File: src/rtl/int_div_ctrl.sv
// Request/response controller around the multi-cycle unsigned divider core.
// Resolves divide-by-zero and signed overflow locally and applies the quotient sign correction.
module int_div_ctrl #(
  parameter int unsigned WIDTH = 32
) (
  input  logic             clk_i,
  input  logic             reset_i,
  input  logic             in_valid_i,
  output logic             in_ready_o,
  input  logic [WIDTH-1:0] dividend_i,
  input  logic [WIDTH-1:0] divisor_i,
  input  logic             signed_i,
  output logic             out_valid_o,
  input  logic             out_ready_i,
  output logic [WIDTH-1:0] quot_o,
  output logic             dz_o,
  output logic             ovf_o,
  output logic             core_start_o,
  output logic [WIDTH-1:0] core_n_o,
  output logic [WIDTH-1:0] core_d_o,
  input  logic [WIDTH-1:0] core_q_i,
  input  logic             core_valid_i
);

  typedef enum logic [1:0] {
    IDLE,
    ISSUE,
    WAIT,
    RESP
  } state_t;

  localparam logic [WIDTH-1:0] MIN_VAL = {1'b1, {(WIDTH-1){1'b0}}};

  state_t           state;
  logic             neg_res;

  logic             div_zero;
  logic             sgn_ovf;
  logic             neg_in;
  logic [WIDTH-1:0] n_mag;
  logic [WIDTH-1:0] d_mag;
  logic [WIDTH-1:0] q_fix;

  // Negating MIN leaves MIN, which the core correctly reads as 2^(WIDTH-1).
  always_comb begin
    div_zero = (divisor_i == '0);
    sgn_ovf  = signed_i && (dividend_i == MIN_VAL) && (divisor_i == '1);
    neg_in   = signed_i && (dividend_i[WIDTH-1] ^ divisor_i[WIDTH-1]);
    n_mag    = (signed_i && dividend_i[WIDTH-1]) ? (~dividend_i + 1'b1) : dividend_i;
    d_mag    = (signed_i && divisor_i[WIDTH-1])  ? (~divisor_i + 1'b1)  : divisor_i;
    q_fix    = neg_res ? (~core_q_i + 1'b1) : core_q_i;
  end

  always_ff @(posedge clk_i or negedge reset_i) begin
    if (!reset_i) begin
      state        <= IDLE;
      in_ready_o   <= 1'b1;
      out_valid_o  <= 1'b0;
      quot_o       <= '0;
      dz_o         <= 1'b0;
      ovf_o        <= 1'b0;
      core_start_o <= 1'b0;
      core_n_o     <= '0;
      core_d_o     <= '0;
      neg_res      <= 1'b0;
    end else begin
      case (state)
        IDLE: begin
          if (in_valid_i) begin
            in_ready_o <= 1'b0;
            core_n_o   <= n_mag;
            core_d_o   <= d_mag;
            neg_res    <= neg_in;
            if (div_zero) begin
              quot_o      <= '1;
              dz_o        <= 1'b1;
              ovf_o       <= 1'b0;
              out_valid_o <= 1'b1;
              state       <= RESP;
            end else if (sgn_ovf) begin
              quot_o      <= MIN_VAL;
              dz_o        <= 1'b0;
              ovf_o       <= 1'b1;
              out_valid_o <= 1'b1;
              state       <= RESP;
            end else begin
              core_start_o <= 1'b1;
              state        <= ISSUE;
            end
          end
        end
        ISSUE: begin
          core_start_o <= 1'b0;
          state        <= WAIT;
        end
        WAIT: begin
          if (core_valid_i) begin
            quot_o      <= q_fix;
            dz_o        <= 1'b0;
            ovf_o       <= 1'b0;
            out_valid_o <= 1'b1;
            state       <= RESP;
          end
        end
        RESP: begin
          if (out_ready_i) begin
            out_valid_o <= 1'b0;
            in_ready_o  <= 1'b1;
            state       <= IDLE;
          end
        end
        default: begin
          state        <= IDLE;
          in_ready_o   <= 1'b1;
          out_valid_o  <= 1'b0;
          core_start_o <= 1'b0;
        end
      endcase
    end
  end

endmodule
File: config.mk
export PLATFORM = sky130hd
export DESIGN_NAME = int_div_ctrl
export DESIGN_NICKNAME = d
export VERILOG_FILES = /design/src/rtl/int_div_ctrl.sv
export SDC_FILE = /design/constraint.sdc
export NUM_CORES = 1
export LEC_CHECK = 0
export CORE_MARGIN = 4
export CORE_UTILIZATION = 45
export CTS_CLUSTER_SIZE = 20
export DETAILED_ROUTE_END_ITERATION = 16
export PLACE_DENSITY = 0.78
export SLEW_MARGIN = 20
export SYNTH_ARGS = -nofsm -noshare
export SYNTH_HDL_FRONTEND = slang
export SYNTH_SLANG_ARGS = --single-unit
File: constraint.sdc
create_clock -name clk_i -period 3.2 [get_ports clk_i]
set_input_delay 0.32 -clock clk_i [delete_from_list [all_inputs] [get_ports clk_i]]
set_output_delay 0.32 -clock clk_i [all_outputs]
set_load 0.02 [all_outputs]
# [Yosys cells after proc, flatten, opt, wreduce, memory -nomap -nowiden]
# Index checks and enable logic that the tools add are counted.
[word_totals] inputBits=102 elab_cells=80 register_bits=104
[classes] add_sub_neg=3 mux=35 eq_ne=11 n_reduce_logical=17 bitwise=4
[ops] op="$mux 32" count=7
[ops] op="$add 32x1->32 const B" count=3
[ops] op="$not 32->32" count=3
[ops] op="$eq 32x32->1 const B" count=2
[ops] op="$pmux 32 s2" count=1
[ops] op="$logic_not 32->1" count=1
[ops] op="$mux 1" count=16
[ops] op="$mux 2" count=5
[ops] op="$ne 2x2->1 const B" count=5
[ops] op="$pmux 1 s2" count=4
[ops] op="$pmux 2 s4" count=1
[ops] op="$reduce_and 4->1" count=2
[ops] op="$reduce_and 3->1" count=2
[ops] op="$reduce_bool 2->1" count=3
[ops] op="$logic_and 1x1->1" count=5
[ops] op="$reduce_and 5->1" count=1
[ops] op="$eq 2x2->1 const B" count=2
[ops] op="$ne 3x3->1 const B" count=1
[ops] op="$pmux 1 s3" count=1
[ops] op="$reduce_bool 3->1" count=1
[ops] op="$eq 2x1->1 const B" count=1
[ops] op="$logic_not 2->1" count=1
[ops] op="$reduce_and 2->1" count=1
[ops] op="$xor 1x1->1" count=1

# [Longest topological paths before layout]
[logic_depth] ltp_word=7 depth_mapped=10 ltp_nobuf=8

# [Worst setup path after synthesis]
# Ideal clock, no wire load.
[synth_path] path_kind="in2reg" startpoint="in dividend_i[14]" endpoint="reg quot_o[0]" cell_stages=8 required_time_ns=3.075 setup_slack_ns=0.372 arrival_time_ns=2.703 cell_sequence="or4_4 or4_4 or4_1 buf_2 nor3_4 o21ai_4 buf_6 mux2_4"
[synth_via] elab_chain_cells=5
[synth_rtl] item="from (decl)" line_no="10" source="input logic [WIDTH-1:0] dividend_i,"
[synth_rtl] item="$eq 32x32->1" line_no="47" source="sgn_ovf = signed_i && (dividend_i == MIN_VAL) && (divisor_i == '1);"
[synth_rtl] item="$logic_and 1x1->1 (2 in a row)" line_no="47"
[synth_rtl] item="$ne 3x3->1 (no line)"
[synth_rtl] item="$reduce_and 4->1 (no line)"
[synth_rtl] item="to (signal assigned)" line_no="98" source="quot_o <= q_fix;"
[synth_rtl] item="to (decl)" line_no="15" source="output logic [WIDTH-1:0] quot_o,"
# Every way passes these cells.
# A chain may end at the register's enable or synchronous reset.

# [Worst setup path after layout]
[layout_path] startpoint="in dividend_i[14]" endpoint="reg quot_o[25]"
# Same word-level chain as after synthesis.

==> impl_metrics.toml <==
[run_status]
status = "completed"

[synth]
synth_fp_nets = 799
synth.most_common_cell = "dfrtp_1"
synth.largest_area_cell = "dfrtp_1"
synthTopCellsByArea = "dfrtp_1, xor2_1, o21ai_0, mux2_4, nand2_1"
ys_types = 47
seq_area_frac_synth = 0.412
avgSynthCellArea_um2 = 9.17
yosys_warnings = 0
synth_top_area_share = 0.408
syn_area_um2 = 6320
synth_seq_cells = 104
synth-main-ff-cell = "dfrtp_1"
synth-async-reset-ratio = 1.00
synth_edf_count = 0
synth_cells = 689
synthTopCellsByCount = "dfrtp_1, nand2_1, o21ai_0, a21oi_1, xor2_1"

[critical_path]
worstReg2RegStart = "state[0]"
crit_type = "in -> reg"
critical_path.max_fanout = 26
r2r-end = "quot_o[25]"
cp-start-kind = "input pin"
slowest_stage = "or4_1"
arrival_ns = 3.15
endpoint = "quot_o[25]"
worst-path-buf-inv = 2
critical-path-top-delay-family = "simple AND/OR/NAND/NOR gates"
rrSetupSlack_ns = 0.70
worst_path_most_repeated_cell = "or4_4"
crit_chain = "clkdlybuf4s50_1, or4_4, or4_4, or4_1, nor3_4, o21ai_4, buf_12, mux2_4"
worstSetupPathDepth = 8
required_ns = 3.43
reg2regPathDepth = 9
cp-end-kind = "register"
crit_start = "dividend_i[14]"
max_stage_delay_ns = 0.59

[cts]
postCtsHoldBufs = 0
cts_resized = 0
cts.sinks = 104
path_clk_slew_ns = 0.07
cts_buffers = 9
clock_latency_ns = 0.34
post_cts_buffers = 0
cts_tree = "done"
cts_root_buffer = "clkbuf_16"
cts-htree-levels = 3
clk_path_buf_depth = 2

[timing]
fin_setup_tns_ns = 0
hold_viol_final = 0
timing_worst_slew_pin_value_ns = 0.913
slew_viol_final = 0
slew_headroom = 0.391
grt_setup_unrepaired = "no"
fmax_ghz = 0.342
fin_skew_ns = 0.00365
fin_crit_sh = 0.914
min_period_ns = 2.92
setup_violations = 0

[pwr]
p_sw_mw = 3.00
ir_worst_vdd_v = 0.000546
power_frac_clock = 0.141
comb_power_share = 0.554
power.density_nw_per_um2 = 843
p_leak_nw = 3.75
p_sw_frac = 0.398
seq_power_share = 0.305
intPower_mw = 4.55

[detailed_routing]
drc = 0
ant_nets = 0
wirelength_um = 18000
drt_iter0_drc = 339
post_drt_via_cell_ratio = 5.43
routedWlPerCell_um = 16.6
firstDrtPassIters = 5
num_vias = 5863

[floorplan]
die_w_um = 126
core-area_um2 = 13800
die-area_um2 = 16000
die_height_um = 126
rows = 43
pin_count = 203
initial_utilization = 0.457

[finish]
drive_above_1_share = 0.101
regArea_um2 = 2600
final_util = 0.648
fill_cells = 1151
multiInputGateArea_um2 = 3490
n_antenna_cell = 0
fin_nets = 1005
areaGrowthSynthToFinish_pct = 41.7

[global_routing]
grt_usage = 0.223
grt_first_pass_wirelength_um = 29100
grt_max_degree = 81
grt_overflow = 0
antenna_found_initial = 0
first_global_vias = 5752

[placed_design]
place_congestion = 0.894
hpwl_um = 13600
portBuffers = 202

[flow_run]
maxCapViolations = 0

[worst_hold_path]
hold_class = "in -> async"
cells in the final DEF, fill, tap and decap left out, types with 3 or more instances in the layout:
cell type          n
nor2_1            38
clkinv_2           3
nand3_1            4
or3_1              5
nor3_1            18
mux2_4            28
clkbuf_16          9
o41ai_1           11
and2_1             3
nand4b_1           3
nand4_1           13
nand2_1           87
o21ai_0           88
buf_4             31
xnor2_1           37
xor2_1            52
a31oi_1            6
inv_1             18
nor4_1             6
or4_1             12
mux2_2             4
o31ai_1           20
nand2b_1           3
a21oi_1           51
dfrtp_1          103
nor2b_1            3
ha_1               8
clkdlybuf4s50_1  201
mux2i_1            6
final cells by class:
type | count | area share
clock buffer | 11 | 0.0282
clock inverter | 5 | 0.00349
inverter | 18 | 0.00755
multi-input combinational | 528 | 0.390
sequential | 104 | 0.291
tap | 180 | 0.0252
timing repair buffer | 234 | 0.255
per-layer routing:
| layer | GRT usage | part of all wire |
|---|---|---|
| met1 | 0.299 | 0.45 |
| met2 | 0.357 | 0.46 |
| met3 | 0.0556 | 0.078 |
| met4 | 0.0688 | 0.018 |
| met5 | 0 | 0 |
how the worst min path moves through the flow:
stage | end | slack [ns] | cells past startpoint
after floorplan | core_d_o[0] | 0.02 | 0
after global placement | quot_o[3] | 0.39 | 1
after detailed placement | quot_o[3] | 0.39 | 1
after CTS | quot_o[3] | 0.02 | 1
after global routing | quot_o[3] | 0.05 | 1
final | quot_o[3] | 0.0002 | 1
kinds of logic (layout without fill, tap and decap cells):
kind of cell    after synthesis  after routing  synth area share
fa+ha+maj                     8              8            0.0158
compound gates              184            184             0.166
mux                          38             38            0.0832
flops                       104            104             0.412
xor+xnor                     89             89             0.123
buf+inv                      57            268            0.0376
simple gates                209            209             0.162
flip-flops by register name (all words and copies together), names as in the netlist:
name / count
out_valid_o: 1
dz_o: 1
quot_o: 32
core_n_o: 32
core_start_o: 1
ovf_o: 1
core_d_o: 32
in_ready_o: 1
state: 2
neg_res: 1
stage by stage:
step	hold WS (ns)	power, mW	cells	cell area, µm²	setup WS [ns]
floorplan	0.0244	4.76	689	6320	0.372
global placement	0.386	6.45	1064	8670	-0.0414
detailed placement	0.393	6.52	1064	8670	-0.0867
CTS	0.0156	7.63	1080	8950	0.283
global route	0.0490	8.05	1080	8950	0.222
finish	0.000203	7.55	1080	8950	0.276
power by group through the flow:
stage | clock (mW) | combinational, mW | sequential [mW]
global placement | 0 | 4.14 | 2.31
CTS | 1.09 | 4.22 | 2.31
global route | 1.14 | 4.53 | 2.38
finish | 1.06 | 4.18 | 2.31
floorplan | 0 | 1.85 | 2.90
detailed placement | 0 | 4.21 | 2.32
Power figures use the tool's default switching activity.
